$ cat config.mk
export PLATFORM = sky130hd
export DESIGN_NAME = dodge_game_ctrl
export DESIGN_NICKNAME = d
export VERILOG_FILES = /design/src/rtl/dodge_game_ctrl.sv
export SDC_FILE = /design/constraint.sdc
export NUM_CORES = 1
export LEC_CHECK = 0
export BUFFER_PORTS_ARGS = -buffer_cell sky130_fd_sc_hd__buf_2
export CAP_MARGIN = 5
export CORE_ASPECT_RATIO = 1.5
export CORE_MARGIN = 1
export CORE_UTILIZATION = 40
export DETAILED_ROUTE_END_ITERATION = 12
export PLACE_DENSITY = 0.67
export SLEW_MARGIN = 20
export SYNTH_ARGS = -nofsm -noshare
export SYNTH_HDL_FRONTEND = slang
export SYNTH_SLANG_ARGS = --single-unit
$ cat constraint.sdc
create_clock -name CLK_in -period 4.14 [get_ports CLK_in]
set_clock_uncertainty 0.2 [all_clocks]
set_input_delay 0.828 -clock CLK_in [delete_from_list [all_inputs] [get_ports CLK_in]]
set_output_delay 0.828 -clock CLK_in [all_outputs]
set_load 0.05 [all_outputs]
$ cat src/rtl/dodge_game_ctrl.sv
// -----------------------------------------------------------------------------
// dodge_game_ctrl
// Game sequencer for the dodgeball VGA game. Divides the system clock into a
// game tick, runs the IDLE/PLAY/OVER state machine, moves the player column
// from the left/right buttons, schedules three falling obstacles per wave,
// detects collisions and keeps the score of completed waves.
//
// Ports
//   CLK_in    in   1        system clock
//   RST_BTN   in   1        asynchronous active-low reset
//   START     in   1        start game (level, sampled on tick)
//   restart   in   1        return to IDLE (level, sampled on tick)
//   left      in   1        move-left button (asynchronous)
//   right     in   1        move-right button (asynchronous)
//   tick_o    out  1        one-cycle game tick strobe
//   state     out  2        0 IDLE, 1 PLAY, 2 OVER
//   player_x  out  4        player column
//   ob_x      out  12       obstacle columns {ob3,ob2,ob1}
//   ob_y      out  12       obstacle rows {ob3,ob2,ob1}, 0..12
//   score     out  SCORE_W  completed waves in the current game
// -----------------------------------------------------------------------------
module dodge_game_ctrl #(
  parameter int TICK_DIV   = 4194304,
  parameter int COLS       = 16,
  parameter int PLAYER_ROW = 10,
  parameter int WAVE_LEN   = 20,
  parameter int SCORE_W    = 8
) (
  input  logic               CLK_in,
  input  logic               RST_BTN,
  input  logic               START,
  input  logic               restart,
  input  logic               left,
  input  logic               right,
  output logic               tick_o,
  output logic [1:0]         state,
  output logic [3:0]         player_x,
  output logic [11:0]        ob_x,
  output logic [11:0]        ob_y,
  output logic [SCORE_W-1:0] score
);

  localparam int               CNT_W    = (TICK_DIV > 1) ? $clog2(TICK_DIV) : 1;
  localparam logic [CNT_W-1:0] CNT_LAST = CNT_W'(TICK_DIV - 1);
  localparam logic [3:0]       COL_MAX  = 4'(COLS - 1);
  localparam logic [3:0]       ROW_HIT  = 4'(PLAYER_ROW);
  localparam logic [4:0]       J_LAST   = 5'(WAVE_LEN);
  localparam logic [3:0]       PX_HOME  = 4'd8;

  typedef enum logic [1:0] {
    S_IDLE = 2'd0,
    S_PLAY = 2'd1,
    S_OVER = 2'd2
  } state_t;

  state_t           st;
  logic [CNT_W-1:0] cnt;
  logic [4:0]       j;
  logic [7:0]       lfsr;
  // [0],[1] form the synchroniser, [2] holds the previous synchronised level
  logic [2:0]       l_sync;
  logic [2:0]       r_sync;
  logic             l_edge;
  logic             r_edge;
  logic             hit;
  logic [11:0]      ob_y_step;

  assign state  = st;
  assign tick_o = (cnt == CNT_LAST);
  assign l_edge = l_sync[1] & ~l_sync[2];
  assign r_edge = r_sync[1] & ~r_sync[2];

  // Collision uses the registered positions, i.e. the values before this
  // tick's update, so a row-10 obstacle is caught before it moves on.
  always_comb begin
    hit = 1'b0;
    for (int k = 0; k < 3; k++) begin
      if (ob_x[4*k +: 4] == player_x && ob_y[4*k +: 4] == ROW_HIT) hit = 1'b1;
    end
  end

  // Each obstacle falls during its own window of wave phases; windows are
  // 12 phases long so the row never exceeds 12.
  always_comb begin
    ob_y_step = ob_y;
    if (j >= 5'd1 && j <= 5'd12)  ob_y_step[3:0]  = ob_y[3:0]  + 4'd1;
    if (j >= 5'd4 && j <= 5'd15)  ob_y_step[7:4]  = ob_y[7:4]  + 4'd1;
    if (j >= 5'd8 && j <= 5'd19)  ob_y_step[11:8] = ob_y[11:8] + 4'd1;
  end

  always_ff @(posedge CLK_in or negedge RST_BTN) begin
    if (!RST_BTN) begin
      cnt      <= '0;
      st       <= S_IDLE;
      player_x <= PX_HOME;
      ob_x     <= 12'h741;
      ob_y     <= '0;
      j        <= '0;
      score    <= '0;
      lfsr     <= 8'hA5;
      l_sync   <= '0;
      r_sync   <= '0;
    end else begin
      cnt    <= tick_o ? '0 : cnt + CNT_W'(1);
      // x^8+x^6+x^5+x^4+1, shifting towards the MSB
      lfsr   <= {lfsr[6:0], lfsr[7] ^ lfsr[5] ^ lfsr[4] ^ lfsr[3]};
      l_sync <= {l_sync[1:0], left};
      r_sync <= {r_sync[1:0], right};

      // Button moves are free-running in PLAY; a tick that leaves PLAY
      // (restart or collision) wins over a move in the same cycle.
      if (st == S_PLAY && !(tick_o && (restart || hit))) begin
        if (l_edge && !r_edge && player_x != 4'd0)
          player_x <= player_x - 4'd1;
        else if (r_edge && !l_edge && player_x != COL_MAX)
          player_x <= player_x + 4'd1;
      end

      if (tick_o) begin
        case (st)
          S_IDLE: begin
            if (START) begin
              st    <= S_PLAY;
              score <= '0;
            end
          end
          S_PLAY: begin
            if (restart) begin
              st       <= S_IDLE;
              j        <= '0;
              ob_y     <= '0;
              player_x <= PX_HOME;
            end else if (hit) begin
              st <= S_OVER;
            end else if (j == J_LAST) begin
              j    <= '0;
              ob_y <= '0;
              if (score != '1) score <= score + SCORE_W'(1);
              ob_x <= {lfsr[3:0] ^ lfsr[7:4], lfsr[7:4], lfsr[3:0]};
            end else begin
              j    <= j + 5'd1;
              ob_y <= ob_y_step;
            end
          end
          S_OVER: begin
            if (restart) begin
              st       <= S_IDLE;
              j        <= '0;
              ob_y     <= '0;
              player_x <= PX_HOME;
            end
          end
          default: st <= S_IDLE;
        endcase
      end
    end
  end

endmodule

==> impl_metrics.toml, run 1 <==
[timing]
fin_crit_ns = 3.089
timing.hold.ws_ns = 0.1564
fmax_ghz = 0.3237
hold_viol = 0
finalWorstSetupSlack_ns = 1.051
fin_crit_sh_pct = 74.61
relSlewSlack_pct = 33.69
setup_violations = 0
final.setup.tns_ns = 0
slew_viol_final = 0
rsz0062_at_grt = "no"
tightest_slew_ns = 0.9947

[routing]
ant_nets = 0
avgRoutedWirePerCell_um = 15.77
drt_iter0_drc = 182
drc_errors = 0
drtPass1Iterations = 4
routed_wl_mm = 9.650
viasPerCell = 5.485
dr_total_vias = 3357

[worst_setup_path]
regToRegStartpoint = "state[1]$_DFFE_PN0P_"
cp_slowest_stage_delay_ns = 0.44
worstPathCellList = "ha_1 -> and4_1 -> nand3_4 -> clkinv_4 -> buf_2"
worstSetupStartpointType = "flip-flop"
critPathLaunch = "cnt[0]$_DFF_PN0_"
worstPathArrival_ns = 2.06
end_kind = "primary output"
cpMaxStageDelayCell = "and4_1"
crit_required_ns = 3.11
worstPathMaxFanout = 16
worstSetupPathType = "flip-flop to primary output"

[synthesis]
syn_area_mm2 = 0.004344
synth_cells = 424
synth_warnings = 0
synth-main-ff-cell = "dfrtp_1"
syn_nets = 447
synth_top_area_share_pct = 39.75
synth_top_area_cell = "dfrtp_1"
synth-edff-count = 0
yosysSeqAreaShare_pct = 45.79
synth_area_per_cell_um2 = 10.25
synth.most_common_cell = "dfrtp_1"
synth-async-reset-ratio_pct = 100.0
yosys-top-cells-count = "dfrtp_1 (69), nand3_1 (35), nor2_1 (24)"
yosys-top-cells-area = "dfrtp_1 (40%), dfstp_2 (6.0%), ha_1 (4.9%)"
synth_cell_types = 63
ys_seq_elements = 79

[min_path]
min_from = "r_sync[0]$_DFF_PN0_"
hold_path_class = "flip-flop to flip-flop"

[floorplanning]
die_h_um = 129.6
die_area_mm2 = 0.01129
coreArea_mm2 = 0.01059
num_rows = 46
start_util_pct = 41.02
die_x_um = 87.09
io_pins = 45

[layout]
nets = 486
drive_above_1_share_pct = 18.16
n_fill_cell = 992
antennaDiodeCount = 0
synthToLayoutAreaGrowth_pct = 13.71

[cts]
cts_resized = 0
cts.sinks = 79
numCtsBuffers = 9
cts-hold-fix-buffers = 0
clock-root-buffer = "clkbuf_16"
worstSkewPairLatency_ns = 0.35
post_cts_buffers = 0
cts_tree = "built"
cts_max_level = 3
clkTransAtPathRegs_ns = 0.06
clock_path_buffers = 2

[grt]
grt_usage_pct = 18.79
grt_start_max_net_pins = 80
gr-total-overflow = 0
antenna_found_initial = 0
grt_pass1_wl_mm = 16.26
grt_pass1_vias = 3319

[power_and_ir_drop]
leakage_uw = 0.002302
powerDensity_mw_per_mm2 = 379.0
finalPower_uw = 1872
ir_drop_uv = 177.1

[status]
status = "finished, final reports clean"

[place]
place.gp.congestion = 0.8601
dp_hpwl_mm = 6.961
port_buffers = 44
dpl_worst_slack_ns = 1.278

[flow_run]
cap_violations = 0
[state kept, by name, summed over array words and instances, names as in the netlist]
name      flops
r_sync        3
cnt          22
j             5
ob_x         12
player_x      4
state         2
score         8
lfsr          8
ob_y         12
l_sync        3
[cell families after synthesis]
group           after synthesis  synth area share, %
xor+xnor                     37                7.460
flops                        79                45.79
fa+ha+maj                    17                4.896
buf+inv                      37                3.831
simple gates                161                21.17
mux                          14                3.600
compound gates               79                13.25
[layout by cell type (no fill, tap or decap), drive strengths merged, types with 8 or more instances in the layout]
master	n
nand2	22
and3	14
xor2	23
and2	8
inv	21
o31ai	12
nand3	37
dfstp	10
o21ai	13
nand4	11
dfrtp	69
nor2	24
nor3	11
a21oi	13
nand2b	12
buf	44
clkbuf	10
mux2	13
xnor2	14
ha	17
o211ai	9
[worst max-delay path, delay by kind of cell, from the launching register on]
kind	cells	cell delay [ns]
adder cells (fa/ha/maj)	1	0.23
buffers and inverters	2	0.47
flip-flops	1	0.39
AND/OR/NAND/NOR	2	0.63
[area by class of cell]
| class | count | area, um^2 | share of cell area, % |
|---|---|---|---|
| Clock inverter | 6 | 46.29 | 0.9372 |
| Multi-Input combinational cell | 308 | 2188 | 44.30 |
| Sequential cell | 79 | 1989 | 40.27 |
| Inverter | 21 | 83.83 | 1.697 |
| Clock buffer | 10 | 229.0 | 4.635 |
| Tap cell | 144 | 180.2 | 3.647 |
| Timing Repair Buffer | 44 | 222.7 | 4.509 |
[where the power goes]
| group | total, uW | internal [uW] | switching (uW) | leakage (uW) |
|---|---|---|---|---|
| sequential | 863 | 798 | 64.6 | 0.000993 |
| combinational | 269 | 90.5 | 178 | 0.00118 |
| clock | 741 | 410 | 331 | 0.000129 |
[path summary, 6_finish.rpt]
kind | endpoint | slack [ns] | cells after the start
max in group asynchronous | score[1]$_DFFE_PN0P_ | 2.65 | 1
setup reg to reg | score[4]$_DFFE_PN0P_ | 1.27 | 7
setup / recovery | tick_o | 1.05 | 5
min in group asynchronous | score[5]$_DFFE_PN0P_ | 0.44 | 1
hold reg to reg | r_sync[1]$_DFF_PN0_ | 0.16 | 0
hold / removal | r_sync[1]$_DFF_PN0_ | 0.16 | 0
[layer usage]
| metal | wire length [um] | GRT usage [%] | share of wire, % | up-vias |
|---|---|---|---|---|
| met5 | 0 | 0 | 0 | - |
| met1 | 4116 | 22.53 | 43 | 1654 |
| met3 | 371 | 4.522 | 3.8 | 14 |
| met4 | 262 | 10.22 | 2.7 | 0 |
| li1 | - | - | - | 1620 |
| met2 | 4900 | 30.94 | 51 | 69 |
[per-stage QoR]
step | cells | cell area [um^2] | utilization [%]
floorplan | 424 | 4344 | -
global placement | 596 | 4664 | 44.05
detailed placement | 596 | 4664 | 44.05
CTS | 612 | 4940 | 46.64
global route | 612 | 4940 | 46.64
finish | 612 | 4940 | 46.64
(Power assumes the default switching activity.)
==> run 2: changes to the inputs <==
- ABC_AREA: unset -> 1
- clock period: 4.14 -> 2.9 ns (I/O delays scaled with it)
==> run 2 against run 1 <==
Effect of this change:
- sequential share of layout area shrank 0.49 points
- first-iteration DRC count grew 12%
- flip-flop and latch count is the same
- critical endpoint unchanged
- combinational power shrank 83%
==> impl_metrics.toml, run 2 <==
[status]
status = "finished, final reports clean"

[layout]
top_register = "cnt"
drive_above_1_share_pct = 17.59
reg.largest.list = "cnt (22), ob_x (12), ob_y (12)"
nets = 598
final_cell_mix = "nand2_1 (134), dfrtp_1 (69), inv_1 (57)"
largest_reg_flops = 22
synthToLayoutAreaGrowth_pct = 15.69
n_fill_cell = 1046
utilization_pct = 47.48
fin_cells = 724
final_common_cell = "nand2_1"
antennaDiodeCount = 0

[worst_setup_path]
worstPathArrival_ns = 1.96
worstPathMaxFanout = 7
crit_required_ns = 2.12
cp_slowest_stage_delay_ns = 0.37
worstSetupPathType = "flip-flop to primary output"
cpMostUsedCell = "nor2_4"
end_kind = "primary output"
worstSetupStartpointType = "flip-flop"
r2r_slack_ns = 0.37
worstPathCellList = "ha_1 -> nand2_1 -> nor2_4 -> nand3_2 -> nor2_4 -> nand3_4 -> inv_1 -> buf_2"
cpMaxStageDelayCell = "dfrtp_1"

[floorplanning]
io_pins = 45
die_area_mm2 = 0.01124
die_h_um = 129.3
start_util_pct = 41.04
coreArea_mm2 = 0.01053
num_rows = 46
die_x_um = 86.88

[grt]
grt_pass1_vias = 3401
grt_usage_pct = 17.88
antenna_found_initial = 0
grt_pass1_wl_mm = 15.70
gr-total-overflow = 0
grt_start_max_net_pins = 49

[cts]
cts_tree = "built"
clock-root-buffer = "clkbuf_16"
cts_resized = 0
post_cts_buffers = 0
clkTransAtPathRegs_ns = 0.06
cts_max_level = 3
clock_path_buffers = 2
numCtsBuffers = 9
worstSkewPairLatency_ns = 0.34
cts.sinks = 79
cts-hold-fix-buffers = 0

[routing]
dr_total_vias = 3498
drc_errors = 0
drt_iter0_drc = 203
avgRoutedWirePerCell_um = 12.49
drtPass1Iterations = 4
routed_wl_mm = 9.046
ant_nets = 0
viasPerCell = 4.831

[synthesis]
yosysSeqAreaShare_pct = 46.02
synthXorXnorAreaFrac_pct = 8.104
syn_nets = 544
synth_area_per_cell_um2 = 8.297
yosys-top-cells-area = "dfrtp_1 (40%), nand2_1 (12%), dfstp_2 (6.1%)"
synth_top_family_by_area = "simple AND/OR/NAND/NOR gates"
synth.most_common_cell = "nand2_1"
synth_top_area_cell = "dfrtp_1"
synth_fa_ha_area_share_pct = 4.920
muxShareOfSynthArea_pct = 0
synth_warnings = 0
synth-edff-count = 0
synth-main-ff-cell = "dfrtp_1"
syn_area_mm2 = 0.004323
synth_top_area_share_pct = 39.94
yosys-top-cells-count = "nand2_1 (134), dfrtp_1 (69), inv_1 (57)"
ys_seq_elements = 79
synth_cell_types = 32
synth_compound_area_share_pct = 6.860
synth_cells = 521
synth-simple-area-share_pct = 27.55
synth-async-reset-ratio_pct = 100.0

[power_and_ir_drop]
powerDensity_mw_per_mm2 = 443.4
comb_power_share_pct = 2.1
sequentialPowerShare_pct = 50.0
ir_drop_uv = 261.2
power_switching_uw = 494.3
intPower_uw = 1723
clockPowerShare_pct = 47.9
leakage_uw = 0.002403
swShare_pct = 22.29

[timing]
final.setup.tns_ns = 0
rsz0062_at_grt = "no"
slew_viol_final = 0
fin_crit_ns = 2.737
hold_viol = 0
setup_violations = 0
finalWorstSetupSlack_ns = 0.1627
relSlewSlack_pct = 59.03
fmax_ghz = 0.3653
tightest_slew_ns = 0.6145
fin_crit_sh_pct = 94.39

[flow_run]
cap_violations = 0

[place]
port_buffers = 44
place.gp.congestion = 0.8492
dp_hpwl_mm = 6.895
dpl_worst_slack_ns = 0.3539
dp.cells = 708

[min_path]
hold_path_class = "input port to async pin"
-- run 2: cell count changes in the layout (fill, tap and decap cells not counted), sizes merged, moves of 13 or more --
| cell | before | now |
|---|---|---|
| nand2 | 22 | 134 |
| inv | 21 | 62 |
| nor2 | 24 | 55 |
| o21ai | 13 | 43 |
| and3 | 14 | 0 |
| mux2 | 13 | 0 |
-- run 2: power by group through the flow --
stage                     Combinational, uW  Sequential (uW)  Clock, uW
after floorplan                        12.7             1130          0
after global placement                 47.0             1130          0
after detailed placement               47.9             1130          0
after CTS                              48.0             1110       1080
after global routing                   53.2             1110       1130
final                                  45.8             1110       1060
-- run 2: cell families (layout without fill, tap and decap cells) --
group,after synthesis,after routing
flops,79,79
fa+ha+maj,17,17
xor+xnor,40,40
simple gates,260,260
buf+inv,68,127
compound gates,57,57
-- run 2: through the flow --
step	hold slack, ns	total power (uW)	cell area [um^2]
4_1_cts	0.07886	2241	5001
2_1_floorplan	0.08441	1141	4323
5_1_grt	0.1119	2296	5001
3_5_place_dp	0.1356	1176	4717
6_report	0.05683	2217	5001
3_3_place_gp	0.1352	1175	4717
-- run 2: cell type report --
cell class / count / area (um^2) / share of cell area, %
clock buffer: 10 / 239.0 / 4.779
clock inverter: 6 / 45.04 / 0.9007
inverter: 61 / 229.0 / 4.578
multi-input combinational: 374 / 2051 / 41.01
sequential: 79 / 1989 / 39.78
tap: 144 / 180.2 / 3.603
timing repair buffer: 50 / 267.8 / 5.354
-- run 2: path summary, 6_finish.rpt --
check,startpoint,endpoint,cells past startpoint
worst min register to register,l_sync[0]$_DFF_PN0_,l_sync[1]$_DFF_PN0_,0
min in group CLK_in,right,r_sync[0]$_DFF_PN0_,1
worst max register to register,state[1]$_DFFE_PN0P_,score[4]$_DFFE_PN0P_,11
max in group asynchronous,RST_BTN,lfsr[2]$_DFF_PN1_,2
worst min-delay path,RST_BTN,ob_y[3]$_DFFE_PN0P_,1
worst max-delay path,cnt[0]$_DFF_PN0_,tick_o,8
-- run 2: per-layer routing --
layer | track usage (%) | wire length, um
met1 | 21.14 | 3920
met2 | 30.94 | 4538
met3 | 3.822 | 347
met4 | 7.941 | 239
met5 | 0 | 0
-- run 2: worst max-delay path: cells and delay by family (launching register included) --
family / cells / cell delay (ns)
buf+inv: 2 / 0.37
simple gates: 5 / 0.70
fa+ha+maj: 1 / 0.19
flops: 1 / 0.37
==> run 3: changes to the inputs <==
- ABC_AREA: 1 -> unset
==> run 3 against run 2 <==
Effect of this change:
- via count shrank 2.8%
- fmax grew 1.8%
- sequential power grew 11%
- worst setup slack gained 0.049 ns
- critical path depth shrank 3
- clock power grew 7%
- critical path type unchanged
- hold slack gained 0.077 ns
- total power grew 24%
- wire length grew 6.5%
- final cell count shrank 15%
==> impl_metrics.toml, run 3 (synthesis gave the netlist of run 1 again) <==
[status]
status = "finished, final reports clean"

[cts]
clock_path_buffers = 2
clkTransAtPathRegs_ns = 0.07
cts_max_level = 3
worstSkewPairLatency_ns = 0.35
cts-hold-fix-buffers = 1
post_cts_buffers = 0
numCtsBuffers = 9
cts_tree = "built"
cts_resized = 0
clock-root-buffer = "clkbuf_16"
cts.sinks = 79

[worst_setup_path]
worstPathMaxFanout = 16
worstSetupPathType = "flip-flop to primary output"
end_kind = "primary output"
worstSetupStartpointType = "flip-flop"
worstPathArrival_ns = 1.91
crit_required_ns = 2.12

[timing]
tightest_slew_ns = 0.5454
slew_viol_final = 0
fin_crit_sh_pct = 92.70
hold_viol = 0
rsz0062_at_grt = "no"
timing.hold.ws_ns = 0.1343
setup_violations = 0
fin_crit_ns = 2.688
fmax_ghz = 0.3720
relSlewSlack_pct = 63.30
final.setup.tns_ns = 0

[grt]
grt_usage_pct = 18.62
grt_pass1_vias = 3345
gr-total-overflow = 0
grt_start_max_net_pins = 45
grt_pass1_wl_mm = 16.15
antenna_found_initial = 0

[power_and_ir_drop]
leakage_uw = 0.002361
finalPower_uw = 2758
ir_drop_uv = 324.8
powerDensity_mw_per_mm2 = 547.5

[routing]
drtPass1Iterations = 4
viasPerCell = 5.491
drc_errors = 0
dr_total_vias = 3399
drt_iter0_drc = 160
avgRoutedWirePerCell_um = 15.56
routed_wl_mm = 9.630
ant_nets = 0

[floorplanning]
die_x_um = 87.09
num_rows = 46
die_area_mm2 = 0.01129
die_h_um = 129.6
start_util_pct = 41.02
io_pins = 45
coreArea_mm2 = 0.01059

[layout]
final_cell_mix = "dfrtp_1 (69), buf_2 (43), nand3_1 (35)"
drive_above_1_share_pct = 19.37
largest_reg_flops = 22
nets = 493
synthToLayoutAreaGrowth_pct = 15.98
antennaDiodeCount = 0
final_common_cell = "dfrtp_1"
top_register = "cnt"
reg.largest.list = "cnt (22), ob_x (12), ob_y (12)"
fin_cells = 619

[flow_run]
cap_violations = 0

[place]
place.gp.congestion = 0.8832
port_buffers = 44
dp.cells = 602
dp_hpwl_mm = 7.024

[min_path]
hold_path_class = "input port to flip-flop"
run 3: final cells by class:
class                   count  area [um^2]
fillers                  1014         5552
multi-input cells         308         2188
flip-flops and latches     79         1989
repair buffers             51        290.3
clock buffers               9        225.2
well taps                 144        180.2
inverters                  21        83.83
clock inverters             7        81.33
run 3: stage by stage:
step	util [%]	setup WS, ns	instance area (um^2)
floorplan	-	0.3039	4344
global placement	44.59	0.3955	4722
detailed placement	44.59	0.3566	4722
CTS	47.58	0.1849	5039
global route	47.58	0.07167	5039
finish	47.58	0.2116	5039
run 3: final timing paths:
check,depth (start not counted),endpoint,from,slack (ns)
max in group asynchronous,3,cnt[15]$_DFF_PN0_,RST_BTN,1.35
worst max register to register,6,score[7]$_DFFE_PN0P_,player_x[2]$_DFF_PN0_,0.35
worst max-delay path,5,tick_o,cnt[5]$_DFF_PN0_,0.21
min in group asynchronous,2,ob_y[8]$_DFFE_PN0P_,RST_BTN,0.54
worst min register to register,0,l_sync[1]$_DFF_PN0_,l_sync[0]$_DFF_PN0_,0.16
worst min-delay path,1,l_sync[0]$_DFF_PN0_,left,0.13
run 3: power by group:
group | switching, uW | leakage [uW] | internal, uW | total, uW
clock | 519 | 0.000150 | 616 | 1130
combinational | 257 | 0.00122 | 135 | 392
sequential | 92.7 | 0.000993 | 1140 | 1230
total | 869 | 0.00236 | 1890 | 2760
run 3: routing by layer:
layer | up-vias | part of all wire, % | track usage, %
li1 | 1649 | - | -
met1 | 1647 | 43 | 22.55
met2 | 85 | 50 | 31.22
met3 | 18 | 3.8 | 3.758
met4 | 0 | 2.7 | 9.547
met5 | - | 0 | 0
run 3: worst max-delay path: stages (launching register included):
cell      delay, ns
dfrtp_1        0.38
and3_1         0.27
and2_1         0.34
nand3_4        0.13
clkinv_4       0.16
buf_2          0.29
